File: config.mk
export PLATFORM = sky130hd
export DESIGN_NAME = sdlc_sum_arbiter_flat
export DESIGN_NICKNAME = d
export VERILOG_FILES = /design/src/rtl/sdlc_sum_arbiter_if.sv /design/src/rtl/sdlc_sum_arbiter.sv /design/src/flat_wrapper.sv
export SDC_FILE = /design/constraint.sdc
export NUM_CORES = 1
export LEC_CHECK = 0
export CORE_MARGIN = 2
export CORE_UTILIZATION = 49
export CTS_CLUSTER_DIAMETER = 60
export DETAILED_ROUTE_END_ITERATION = 8
export PLACE_DENSITY = 0.91
export SYNTH_ARGS = -nofsm -noshare
export SYNTH_HDL_FRONTEND = slang
export SYNTH_SLANG_ARGS = --single-unit
File: constraint.sdc
create_clock -name clk -period 4.6 [get_ports clk]
set_input_delay 0.92 -clock clk [delete_from_list [all_inputs] [get_ports clk]]
set_output_delay 0.92 -clock clk [all_outputs]
set_load 0.05 [all_outputs]
File: src/rtl/sdlc_sum_arbiter_if.sv
// sdlc_sum_arbiter_if: handshake bundle between two multiplier front ends,
// the shared four-operand SDLC summer and the result consumer.
//
// Signals:
//   req0_valid/req0_ready/req0_pp : requester 0 operands (R1 in low W bits)
//   req1_valid/req1_ready/req1_pp : requester 1 operands
//   res_valid/res_ready           : result handshake
//   res_sum/res_ovf/res_id        : truncated sum, carry-out, source id
//   occupancy                     : number of full pipeline stages
interface sdlc_sum_arbiter_if #(
    parameter int W = 15
);
    logic           req0_valid;
    logic           req0_ready;
    logic [4*W-1:0] req0_pp;
    logic           req1_valid;
    logic           req1_ready;
    logic [4*W-1:0] req1_pp;
    logic           res_valid;
    logic           res_ready;
    logic [W:0]     res_sum;
    logic           res_ovf;
    logic           res_id;
    logic [1:0]     occupancy;

    // arbiter side
    modport slave (
        input  req0_valid,
        input  req0_pp,
        input  req1_valid,
        input  req1_pp,
        input  res_ready,
        output req0_ready,
        output req1_ready,
        output res_valid,
        output res_sum,
        output res_ovf,
        output res_id,
        output occupancy
    );

    // requester / consumer side
    modport master (
        output req0_valid,
        output req0_pp,
        output req1_valid,
        output req1_pp,
        output res_ready,
        input  req0_ready,
        input  req1_ready,
        input  res_valid,
        input  res_sum,
        input  res_ovf,
        input  res_id,
        input  occupancy
    );
endinterface

File: src/rtl/sdlc_sum_arbiter.sv
// sdlc_sum_arbiter: round-robin arbiter sharing one 4-row SDLC summer
// between two front ends; two-stage pipeline with result backpressure.
//
// Ports:
//   clk   : rising-edge clock
//   rst_n : asynchronous active-low reset
//   bus   : sdlc_sum_arbiter_if.slave (requests, result, occupancy)
module sdlc_sum_arbiter #(
    parameter int W = 15
) (
    input  logic              clk,
    input  logic              rst_n,
    sdlc_sum_arbiter_if.slave bus
);
    // stage enables and grant
    logic           w_s2_adv;
    logic           w_s1_adv;
    logic           w_gnt0;
    logic           w_gnt1;
    logic           w_rdy0;
    logic           w_rdy1;
    logic           w_xfer0;
    logic           w_xfer1;
    logic           w_xfer;
    logic [4*W-1:0] w_pp_in;
    logic           w_id_in;
    logic [W+1:0]   w_full;

    // S1: operand register
    logic           r_s1_valid;
    logic [4*W-1:0] r_s1_pp;
    logic           r_s1_id;

    // S2: output register
    logic           r_s2_valid;
    logic [W:0]     r_s2_sum;
    logic           r_s2_ovf;
    logic           r_s2_id;

    logic           r_last_grant;

    assign w_s2_adv = !r_s2_valid || bus.res_ready;
    assign w_s1_adv = !r_s1_valid || w_s2_adv;

    // r_last_grant==1 means requester 1 won last, so requester 0 wins a tie
    assign w_gnt0 = bus.req0_valid
                 && (!bus.req1_valid || r_last_grant);
    assign w_gnt1 = bus.req1_valid
                 && (!bus.req0_valid || !r_last_grant);

    assign w_rdy0 = w_gnt0 && w_s1_adv;
    assign w_rdy1 = w_gnt1 && w_s1_adv;

    assign bus.req0_ready = w_rdy0;
    assign bus.req1_ready = w_rdy1;

    assign w_xfer0 = bus.req0_valid && w_rdy0;
    assign w_xfer1 = bus.req1_valid && w_rdy1;
    assign w_xfer  = w_xfer0 || w_xfer1;

    assign w_pp_in = w_xfer1 ? bus.req1_pp : bus.req0_pp;
    assign w_id_in = w_xfer1;

    // full-width sum; bit W+1 is the overflow flag
    assign w_full = {2'b00, r_s1_pp[W-1:0]}
                  + {2'b00, r_s1_pp[2*W-1:W]}
                  + {2'b00, r_s1_pp[3*W-1:2*W]}
                  + {2'b00, r_s1_pp[4*W-1:3*W]};

    always_ff @(posedge clk or negedge rst_n) begin
        if (!rst_n) begin
            r_s1_valid <= 1'b0;
            r_s1_pp    <= '0;
            r_s1_id    <= 1'b0;
        end else if (w_s1_adv) begin
            r_s1_valid <= w_xfer;
            if (w_xfer) begin
                r_s1_pp <= w_pp_in;
                r_s1_id <= w_id_in;
            end
        end
    end

    always_ff @(posedge clk or negedge rst_n) begin
        if (!rst_n) begin
            r_s2_valid <= 1'b0;
            r_s2_sum   <= '0;
            r_s2_ovf   <= 1'b0;
            r_s2_id    <= 1'b0;
        end else if (w_s2_adv) begin
            r_s2_valid <= r_s1_valid;
            if (r_s1_valid) begin
                r_s2_sum <= w_full[W:0];
                r_s2_ovf <= w_full[W+1];
                r_s2_id  <= r_s1_id;
            end
        end
    end

    // moves only on an actual transfer
    always_ff @(posedge clk or negedge rst_n) begin
        if (!rst_n) begin
            r_last_grant <= 1'b1;
        end else if (w_xfer) begin
            r_last_grant <= w_id_in;
        end
    end

    assign bus.res_valid = r_s2_valid;
    assign bus.res_sum   = r_s2_sum;
    assign bus.res_ovf   = r_s2_ovf;
    assign bus.res_id    = r_s2_id;
    assign bus.occupancy = {1'b0, r_s1_valid} + {1'b0, r_s2_valid};
endmodule

File: src/flat_wrapper.sv
// flat-port wrapper written by rule: the top's interface ports become plain ports
module sdlc_sum_arbiter_flat 
#(
    parameter int W = 15
)
  (clk, rst_n, bus_req0_valid, bus_req0_pp, bus_req1_valid, bus_req1_pp, bus_res_ready, bus_req0_ready, bus_req1_ready, bus_res_valid, bus_res_sum, bus_res_ovf, bus_res_id, bus_occupancy);
  sdlc_sum_arbiter_if #(.W(W)) bus_i ();
  input  logic clk;
  input  logic rst_n;
  input wire logic [$bits(bus_i.req0_valid)-1:0] bus_req0_valid;
  input wire logic [$bits(bus_i.req0_pp)-1:0] bus_req0_pp;
  input wire logic [$bits(bus_i.req1_valid)-1:0] bus_req1_valid;
  input wire logic [$bits(bus_i.req1_pp)-1:0] bus_req1_pp;
  input wire logic [$bits(bus_i.res_ready)-1:0] bus_res_ready;
  output wire logic [$bits(bus_i.req0_ready)-1:0] bus_req0_ready;
  output wire logic [$bits(bus_i.req1_ready)-1:0] bus_req1_ready;
  output wire logic [$bits(bus_i.res_valid)-1:0] bus_res_valid;
  output wire logic [$bits(bus_i.res_sum)-1:0] bus_res_sum;
  output wire logic [$bits(bus_i.res_ovf)-1:0] bus_res_ovf;
  output wire logic [$bits(bus_i.res_id)-1:0] bus_res_id;
  output wire logic [$bits(bus_i.occupancy)-1:0] bus_occupancy;
  assign bus_i.req0_valid = bus_req0_valid;
  assign bus_i.req0_pp = bus_req0_pp;
  assign bus_i.req1_valid = bus_req1_valid;
  assign bus_i.req1_pp = bus_req1_pp;
  assign bus_i.res_ready = bus_res_ready;
  assign bus_req0_ready = bus_i.req0_ready;
  assign bus_req1_ready = bus_i.req1_ready;
  assign bus_res_valid = bus_i.res_valid;
  assign bus_res_sum = bus_i.res_sum;
  assign bus_res_ovf = bus_i.res_ovf;
  assign bus_res_id = bus_i.res_id;
  assign bus_occupancy = bus_i.occupancy;
  sdlc_sum_arbiter #(.W(W)) u_core (.clk(clk), .rst_n(rst_n), .bus(bus_i));
endmodule
==> run metrics <==
outcome finished, violations left; failing checks design-rule violations; most frequent cells in the layout nand2_1 (161), clkdlybuf4s50_1 (145), dfrtp_1 (81), nor2_1 (68); leading area contributor after synthesis dfrtp_1; multi-input combinational cell area 0.00300 sq mm; final cell area excluding filler cells 0.00720 sq mm; initial antenna violation count 0; Post-Syn Instances 671; Hold Path End u_core.r_last_grant$_DFFE_PN1N_; DRC Markers 1; total CTS buffers 9; ys flop type dfrtp_1; post-synthesis sequential area ratio 37.9%; Final ANT Viol Nets 0; share of cells above drive strength 1 3.61%; endpoint class of the critical path register; Fmax 244 MHz; largest cells by area after synthesis dfrtp_1 (37%), nand2_1 (11%), a31oi_1 (7.6%); worst min path class reg2reg; Max stage delay on crit path 490 ps; Synth-to-Final Area Change 32.9%; Critical Path AT 4400 ps; CTS tree done; critical-path cell list ha_1, inv_1, fa_1, nor2b_1, o31ai_1, a21boi_0, a41oi_1, o21bai_1, xnor2_1, fa_1, inv_1, ha_1, a21oi_1, o21bai_1, a21oi_1, and3_1, o21ai_0, nand4_1; clock skew 13.7 ps; Setup Fix Bufs, Post-CTS 0; distinct cell type count after synthesis 48; Final setup violation count 0; post-CTS sizing 0; Horiz. Die Dim 109 um; TritonCTS Sinks 82; Synth Net Count 844; Max-cap violations 0; first-pass GRT wire length 22500 um; wire per inst 14.5 um; async set-reset flop share out of synthesis 100%; Total GRT Usage 24.3%; Synth top area share 37.4%; Final #Nets 972; Detailed Route WL 13700 um; Top Ports 148; Die Area 0.0119 sq mm; FF-to-FF Start u_core.r_s1_pp[0]$_DFFE_PN0P_; crit path max-delay cell type fa_1; RD Place Congestion 0.910; I/O Buffers 147; Hold Worst Slack 477 ps; Synth Area per Inst 8.07 sq um; final setup TNS 0 ps; DPL Wire Length 10400 um; Rel. slew slack 31.8%; HP Start u_core.r_last_grant$_DFFE_PN1N_; clk_lat worst skew 360 ps; number of H-tree levels 3; internal reg-to-reg setup slack 500 ps; most common cell after layout, fill and taps aside nand2_1; grt ovf 0; Reg-to-Reg End u_core.bus.res_sum[15]$_DFFE_PN0P_; leakage 0.00339 uW; DR iter-0 viols 235; Post-synth EDFFs 0; fin crit period 4100 ps; largest net degree at the start of global routing 83; diode count 0; routed vias 5093; initial core utilization 50.2%; critical path class reg2reg; Critical Path RT 4900 ps; Max Buffers Root-to-Sink 2; worst path bufs/invs 2; Hold Path Depth 2; Syn. warnings 0; Syn Std Cell Area 0.00542 sq mm; R2R cell count 18; Cell Rows 38; filler cell count 887; Post-CTS Hold Fix Bufs 0; Die Y 109 um; Post-DP Area 0.00699 sq mm; final worst slack 496 ps; CTS clk-pin slew, worst paths 80 ps; critical path's top delay family compound AO/OA/AOI/OAI gates; RSZ-0062 raised after global routing false; vias in the first global route 4890; fin crit share 89.2%; Max VDD drop 0.462 mV; register area 0.00205 sq mm; number of iterations in the first detailed-routing pass 7; Via density 5.40; startpoint types register; pre-CTS setup slack 550 ps; CORE AREA 0.0108 sq mm; cell depth of the worst setup path 18; PwrDens 795 mW/mm^2; Seq cells post-synth 82; critical path fanouts, max 6; CTS root buffer clkbuf_8; Final Hold Fails 0; Slew Limit Fails 0; Worst Max-Slew Pin Slew 1020 ps
layer usage:
layer,up-vias,GRT usage [%],part of all wire [%]
met4,0,8.79,2.4
met1,2370,32.1,43
met3,31,5.38,7.1
li1,2510,-,-
met2,182,39.3,47
met5,-,0,0
registers in the layout (all words and copies together) (netlist names):
| name | count |
|---|---|
| u_core.bus.res_sum | 16 |
| u_core.bus.res_ovf | 1 |
| u_core.bus.res_valid | 1 |
| u_core.bus.res_id | 1 |
| u_core.r_s1_id | 1 |
| u_core.r_s1_valid | 1 |
| u_core.r_last_grant | 1 |
| u_core.r_s1_pp | 60 |
Yosys cell counts, drive strengths merged, types with 16 or more instances:
library cell  number
o21ai             20
a31oi             66
a21oi             20
ha                31
nand2            161
clkbuf            31
inv               66
fa                17
dfrtp             81
a21o              16
nor2              68
power breakdown:
part           total (uW)  internal (uW)  switching [uW]
Sequential           1080            956             125
Clock                 574            306             268
Combinational        4070           1690            2380
Total                5720           2950            2770
worst register-to-register path: cells and delay by family (launching register included):
kind                       cells  cell delay [ps]
AOI/OAI and AO/OA              8             1720
xor gates and xnor gates       1              160
adders and majority gates      4             1290
DFF                            1              390
and+or+nand+nor                3              360
buffers and inverters          2              120
cell families after synthesis:
family,Yosys count,synth area share [%]
and+or+nand+nor,273,20.8
xor gates and xnor gates,16,2.59
DFF,82,37.9
buffers and inverters,101,7.02
adders and majority gates,48,13.4
AOI/OAI and AO/OA,151,18.3
worst max-delay path by stage:
stage          slack, ps                                 end                           from
4_1_cts              500  u_core.bus.res_sum[14]$_DFFE_PN0P_  u_core.r_s1_pp[0]$_DFFE_PN0P_
5_1_grt              220  u_core.bus.res_sum[15]$_DFFE_PN0P_  u_core.r_s1_pp[0]$_DFFE_PN0P_
6_report             500  u_core.bus.res_sum[15]$_DFFE_PN0P_  u_core.r_s1_pp[0]$_DFFE_PN0P_
2_1_floorplan        930  u_core.bus.res_sum[15]$_DFFE_PN0P_  u_core.r_s1_pp[0]$_DFFE_PN0P_
3_3_place_gp         620  u_core.bus.res_sum[15]$_DFFE_PN0P_  u_core.r_s1_pp[0]$_DFFE_PN0P_
3_5_place_dp         550  u_core.bus.res_sum[14]$_DFFE_PN0P_  u_core.r_s1_pp[0]$_DFFE_PN0P_
layout make-up:
class | instances | share of cell area, %
Clock buffer | 11 | 1.83
Clock inverter | 5 | 1.10
Inverter | 67 | 3.49
Multi-Input combinational cell | 488 | 41.7
Sequential cell | 82 | 28.5
Tap cell | 140 | 2.43
Timing Repair Buffer | 151 | 21.0
stage by stage:
step,total power (uW),std cells,utilization (%)
6_report,5720,944,66.7
5_1_grt,6270,944,66.7
4_1_cts,5720,944,66.7
3_5_place_dp,5090,928,64.7
3_3_place_gp,4930,928,64.7
2_1_floorplan,4130,671,-
(Power assumes the default switching activity.)
